**src/rtl/pc_trace_monitor_pkg.sv**
```systemverilog
// rtl/pc_trace_monitor_pkg.sv - shared helpers and debug-bus field offsets for pc_trace_monitor
package pc_trace_monitor_pkg;

  localparam int DBG_FLAGS_LSB   = 0;
  localparam int DBG_FIRST_LSB   = 32;
  localparam int DBG_FIRST_VALID = 40;
  localparam int DBG_FROZEN_BIT  = 41;
  localparam int DBG_FILL_LSB    = 48;

  function automatic int slot_lsb(input int k, input int w);
    return k * w;
  endfunction

  function automatic bit is_pow2(input int n);
    return (n >= 2) && ((n & (n - 1)) == 0);
  endfunction

  function automatic int sel_width(input int n);
    return (n > 1) ? $clog2(n) : 1;
  endfunction

endpackage

```
**src/rtl/pc_trace_monitor_trace_ring.sv**
```systemverilog
// rtl/pc_trace_monitor_trace_ring.sv - ring buffer of recent EX PCs with age-indexed registered read
module trace_ring
  import pc_trace_monitor_pkg::*;
#(
  parameter int PC_W  = 32,
  parameter int DEPTH = 16,
  parameter int IDX_W = $clog2(DEPTH)
) (
  input  logic             clk,
  input  logic             rstn,
  input  logic             clear,
  input  logic             wr_en,
  input  logic [PC_W-1:0]  wr_data,
  input  logic             rd_req,
  input  logic [IDX_W-1:0] rd_idx,
  output logic             rd_valid,
  output logic [PC_W-1:0]  rd_data,
  output logic [IDX_W:0]   fill
);

  generate
    if (!is_pow2(DEPTH)) begin : g_depth_check
      $error("trace_ring DEPTH must be a power of two >= 2");
    end
  endgenerate

  logic [PC_W-1:0]  mem [DEPTH];
  logic [IDX_W-1:0] wptr;

  always_ff @(posedge clk) begin
    if (wr_en) mem[wptr] <= wr_data;
  end

  // Read uses the pre-edge wptr, so a same-cycle write never shows up in it.
  always_ff @(posedge clk or negedge rstn) begin
    if (!rstn) begin
      wptr     <= '0;
      fill     <= '0;
      rd_valid <= 1'b0;
      rd_data  <= '0;
    end else begin
      rd_valid <= rd_req;
      if (rd_req) begin
        if (clear || ({1'b0, rd_idx} >= fill)) rd_data <= '0;
        else rd_data <= mem[wptr - IDX_W'(1) - rd_idx];
      end
      if (clear) begin
        wptr <= '0;
        fill <= '0;
      end else if (wr_en) begin
        wptr <= wptr + IDX_W'(1);
        if (fill != (IDX_W + 1)'(DEPTH)) fill <= fill + (IDX_W + 1)'(1);
      end
    end
  end

endmodule

```
**src/rtl/pc_trace_monitor.sv**
```systemverilog
// rtl/pc_trace_monitor.sv - EX-stage PC checkpoints, hit counters, first-hit record and freezing trace
module pc_trace_monitor
  import pc_trace_monitor_pkg::*;
#(
  parameter int PC_W        = 32,
  parameter int NUM_CHK     = 14,
  parameter int CNT_W       = 16,
  parameter int TRACE_DEPTH = 16,
  parameter int IDX_W       = $clog2(TRACE_DEPTH),
  parameter int SEL_W       = sel_width(NUM_CHK)
) (
  input  logic                    clk,
  input  logic                    rstn,
  input  logic                    pc_valid,
  input  logic [PC_W-1:0]         pc_ex,
  input  logic [NUM_CHK*PC_W-1:0] chk_pc,
  input  logic [NUM_CHK-1:0]      arm_mask,
  input  logic                    clear,
  output logic [NUM_CHK-1:0]      hit_flags,
  output logic                    first_hit_valid,
  output logic [SEL_W-1:0]        first_hit_idx,
  input  logic [SEL_W-1:0]        cnt_sel,
  output logic [CNT_W-1:0]        hit_cnt,
  output logic                    frozen,
  output logic [IDX_W:0]          trace_fill,
  input  logic                    rd_req,
  input  logic [IDX_W-1:0]        rd_idx,
  output logic                    rd_valid,
  output logic [PC_W-1:0]         rd_data
);

  logic [NUM_CHK-1:0] match;
  logic [SEL_W-1:0]   low_idx;
  logic [CNT_W-1:0]   sel_cnt;
  logic [CNT_W-1:0]   cnt [NUM_CHK];
  logic               wr_en;

  always_comb begin
    match   = '0;
    low_idx = '0;
    sel_cnt = '0;
    for (int k = 0; k < NUM_CHK; k++) begin
      match[k] = pc_valid && (pc_ex == chk_pc[slot_lsb(k, PC_W) +: PC_W]);
      if (SEL_W'(k) == cnt_sel) sel_cnt = cnt[k];
    end
    for (int k = NUM_CHK - 1; k >= 0; k--) begin
      if (match[k]) low_idx = SEL_W'(k);
    end
  end

  assign wr_en = pc_valid && !frozen && !clear;

  always_ff @(posedge clk or negedge rstn) begin
    if (!rstn) begin
      hit_flags       <= '0;
      first_hit_valid <= 1'b0;
      first_hit_idx   <= '0;
      hit_cnt         <= '0;
      frozen          <= 1'b0;
      for (int k = 0; k < NUM_CHK; k++) cnt[k] <= '0;
    end else if (clear) begin
      hit_flags       <= '0;
      first_hit_valid <= 1'b0;
      first_hit_idx   <= '0;
      hit_cnt         <= '0;
      frozen          <= 1'b0;
      for (int k = 0; k < NUM_CHK; k++) cnt[k] <= '0;
    end else begin
      hit_flags <= hit_flags | match;
      for (int k = 0; k < NUM_CHK; k++) begin
        if (match[k] && (cnt[k] != '1)) cnt[k] <= cnt[k] + CNT_W'(1);
      end
      if (|match && !first_hit_valid) begin
        first_hit_valid <= 1'b1;
        first_hit_idx   <= low_idx;
      end
      // The arming PC itself is still written this cycle; capture stops afterwards.
      if (|(match & arm_mask)) frozen <= 1'b1;
      hit_cnt <= sel_cnt;
    end
  end

  trace_ring #(
    .PC_W  (PC_W),
    .DEPTH (TRACE_DEPTH),
    .IDX_W (IDX_W)
  ) u_trace_ring (
    .clk      (clk),
    .rstn     (rstn),
    .clear    (clear),
    .wr_en    (wr_en),
    .wr_data  (pc_ex),
    .rd_req   (rd_req),
    .rd_idx   (rd_idx),
    .rd_valid (rd_valid),
    .rd_data  (rd_data),
    .fill     (trace_fill)
  );

endmodule

```
**config.mk**
```make
export PLATFORM = sky130hd
export DESIGN_NAME = pc_trace_monitor
export DESIGN_NICKNAME = d
export VERILOG_FILES = /design/src/rtl/pc_trace_monitor_pkg.sv /design/src/rtl/pc_trace_monitor_trace_ring.sv /design/src/rtl/pc_trace_monitor.sv
export SDC_FILE = /design/constraint.sdc
export NUM_CORES = 2
export LEC_CHECK = 0
export ABC_AREA = 1
export CAP_MARGIN = 20
export CORE_MARGIN = 3
export CORE_UTILIZATION = 55
export DETAILED_ROUTE_END_ITERATION = 10
export PLACE_DENSITY = 0.9
export RECOVER_POWER = 50
export SLEW_MARGIN = 20
export SYNTH_ARGS = -nofsm -noshare
export SYNTH_HDL_FRONTEND = slang
export SYNTH_HIERARCHICAL = 1
export SYNTH_SLANG_ARGS = --single-unit
```
**constraint.sdc**
```tcl
create_clock -name clk -period 6.5 [get_ports clk]
set_input_delay 1.3 -clock clk [delete_from_list [all_inputs] [get_ports clk]]
set_output_delay 1.3 -clock clk [all_outputs]
set_load 0.05 [all_outputs]
```
==> results.toml <==
[final_layout]
finalNetCount = 7177
synthToLayoutAreaGrowth_pct = 19.4
seq_area_um2 = 22900
fillers = 6995
layout_commonest_cell = "nand2_1"
drive_gt1_share_pct = 6.42
multiInputGateArea_um2 = 22300
layout_common_cells = "nand2_1, nand3_1, inv_1"

[logic_synthesis]
ys_seq_area_share_pct = 47.4
ys_types = 76
yosys_warnings = 6
synth-adder-area-share_pct = 0.739
synthArstFlopShare_pct = 37.1
synth_xor_area_share_pct = 4.48
ys_ff_latch = 814
synth_fp_nets = 6681
synth_top_family_by_area = "simple AND/OR/NAND/NOR gates"
ys.flop_type = "edfxtp_1"
synth_edf_count = 512
syn_area_um2 = 48400
avgSynthCellArea_um2 = 7.88
synthCells = 6146
synthMuxAreaShare_pct = 0
synth_compound_area_share_pct = 6.06
yosys.area_share.simple_pct = 34.5

[worst_hold_path]
hold_path_class = "reg2reg"

[floorplanning]
fp.dieW_um = 303
num_rows = 108
die_area_um2 = 91600
ios = 581
core_um2 = 87000
start_util_pct = 55.6
die_h_um = 303

[grt]
use_met3_pct = 13.3
grt_pass1_wl_mm = 313
grt.overflow.total = 0
use_met2_pct = 72.0
grt_util_all_layers_pct = 47.1
grt.met1_usage_pct = 55.9
grt_pass1_vias = 48291
antenna_found_initial = 24
grt_max_degree = 163
top_usage_layer = "met2"

[pwr]
p_per_area_nw_per_um2 = 223
p_leak_uw = 0.0239
ir_drop_v = 0.000298

[routing]
first_iter_violations = 8199
first_pass_iters = 7
routed_wl_mm = 221
via_per_inst = 6.36
drc_errors = 0
ant_nets = 0
num_vias = 50217
avgRoutedWirePerCell_um = 28.0

[worst_setup_path]
cp_top_family = "buffers and inverters"
crit_type = "in2reg"
regToRegSetupSlack_ns = 2.46
start_kind = "primary input"
arrival_ns = 6.18
cp_num_buf_inv = 2
crit_chain = "clkbuf_1 -> clkbuf_1 -> nor2_1 -> nor4_1 -> nand4_1 -> nor4_1 -> nand4_1 -> a31oi_4 -> nor2_2 -> nand2_1 -> o21ai_0"
cp.required_ns = 7.00
cp_slowest_stage_delay_ns = 1.48
crit_slowest_cell = "clkbuf_1"
path_max_fanout = 23
endpoint_kind = "register"

[clock_network]
h-tree-depth = 3
cts.clk_slew.worst_paths_ns = 0.07
cts_tree = "built"
cts_resized = 0
cts_root_buf = "clkbuf_16"
clk_path_buf_depth = 3
numCtsBuffers = 81
clock-sinks = 814
insertion_delay_ns = 0.66
cts_hold_buf = 0
cts_setup_buffers = 0

[place]
hpwlAfterDp_mm = 154
place_congestion = 1.06
post-place-ws_ns = 1.20
io_buffers = 580

[timing]
fin_skew_ns = 0.0237
hold_viol = 0
timing.final.ws_setup_ns = 0.822
finalCritPeriodShare_pct = 87.4
min_period_ns = 5.68
max_slew_margin_pct = -150
finalSetupTns_ns = 0
tightest_slew_ns = 3.74
rsz0062_at_grt = "false"
drv_slew = 705
maxClockFrequency_mhz = 176
finalSetupViolCount = 0

[flow_run]
maxCapViolations = 24

[run_status]
status = "finished with violations"
failed_checks = "capacitance limit, slew limit"
## worst reg2reg max path, cell delays in order, from the launching register on
cell and delay [ns]:
dfrtp_1 0.47, ha_4 0.21, inv_1 0.11, fa_4 0.92, inv_4 0.85, buf_4 0.60, nand3_1 0.17, nand2_1 0.11
nand2_1 0.07, nand2_1 0.13, nand2_1 0.07, nand3_1 0.18, nand2_1 0.06
## final timing paths
check	startpoint	end	cells past startpoint
min in group asynchronous	rstn	u_trace_ring/rd_data[12]	1
max in group asynchronous	rstn	cnt[148]	2
hold / removal	u_trace_ring/rd_data[4]	u_trace_ring/rd_data[4]	2
hold reg to reg	u_trace_ring/rd_data[4]	u_trace_ring/rd_data[4]	2
setup / recovery	pc_ex[5]	cnt[86]	11
setup reg to reg	u_trace_ring/wptr[0]	u_trace_ring/rd_data[14]	12
## sequential cells by signal, indices dropped and copies added (netlist names)
| register | flops |
|---|---|
| cnt | 224 |
| u_trace_ring/wptr | 4 |
| first_hit_idx | 4 |
| hit_flags | 14 |
| u_trace_ring/mem | 512 |
| first_hit_valid | 1 |
| u_trace_ring/rd_valid | 1 |
| u_trace_ring/rd_data | 32 |
| hit_cnt | 16 |
| frozen | 1 |
| u_trace_ring/fill | 5 |
## cells by family (layout without fill, tap and decap cells)
kind of cell	count (synthesis)	in the layout
AO/OA/AOI/OAI	494	494
XOR/XNOR	245	245
adder cells (fa/ha/maj)	28	28
buffers and inverters	803	1368
flip-flops	814	814
other	0	24
AND/OR/NAND/NOR	3762	3762
## synth_stat cells, types with 5 or more instances
cell,instances,area [um2]
buf_1,20,75.1
o2111ai_1,23,201
buf_4,16,120
xnor2_1,66,578
ha_1,27,338
nand3_1,586,2930
o21ai_0,207,1040
nor3_2,5,50.1
nand2_2,6,37.5
buf_6,22,248
o22ai_1,24,150
a21oi_1,113,566
a31oi_1,8,50.1
a221oi_1,5,43.8
buf_2,57,285
nand3_2,5,50.1
or2_2,126,788
edfxtp_1,512,15400
nor2_1,439,1650
o31ai_1,52,390
inv_2,25,93.8
xor2_1,176,1540
nor2_4,5,56.3
nand2_1,2004,7520
inv_1,525,1970
nand3b_1,19,143
o221ai_1,7,61.3
and3_1,6,37.5
dfrtp_1,302,7560
nor2_2,7,43.8
nor3b_1,22,165
o211ai_1,13,97.6
nor4_1,93,582
nand4_1,218,1360
nor3_1,196,981
o21ai_1,16,80.1
clkbuf_1,131,492
## final cells by class
cell class | count | area share (%)
clock inverter | 59 | 1.11
sequential | 814 | 39.7
multi-input combinational | 4529 | 38.6
tap | 1155 | 2.50
antenna | 24 | 0.104
clock buffer | 93 | 3.60
inverter | 552 | 3.61
timing repair buffer | 664 | 10.8
## routing by layer
metal	wire length [um]	vias to the layer above
met3	29000	1171
li1	-	21613
met5	37	-
met1	73400	23092
met4	22200	6
met2	96100	4335
## stage by stage
step                      util [%]  std cells  cell area [um2]  hold slack, ns  total power (uW)
after floorplan                  -       6146            48400           0.451              6900
after global placement        63.4       7714            55100           0.462              7930
after detailed placement      63.4       7714            55100           0.468              7970
after CTS                     66.5       7866            57900           0.486             12800
after global routing          66.4       7880            57800           0.511             13200
final                         66.4       7890            57800           0.483             12900
## report_power, final
group	switching [uW]	internal, uW	leakage, uW
registers	51.1	5570	0.00880
logic	1630	757	0.0137
clock network	2160	2710	0.00133
No activity file was read; power rests on OpenSTA's default activity.
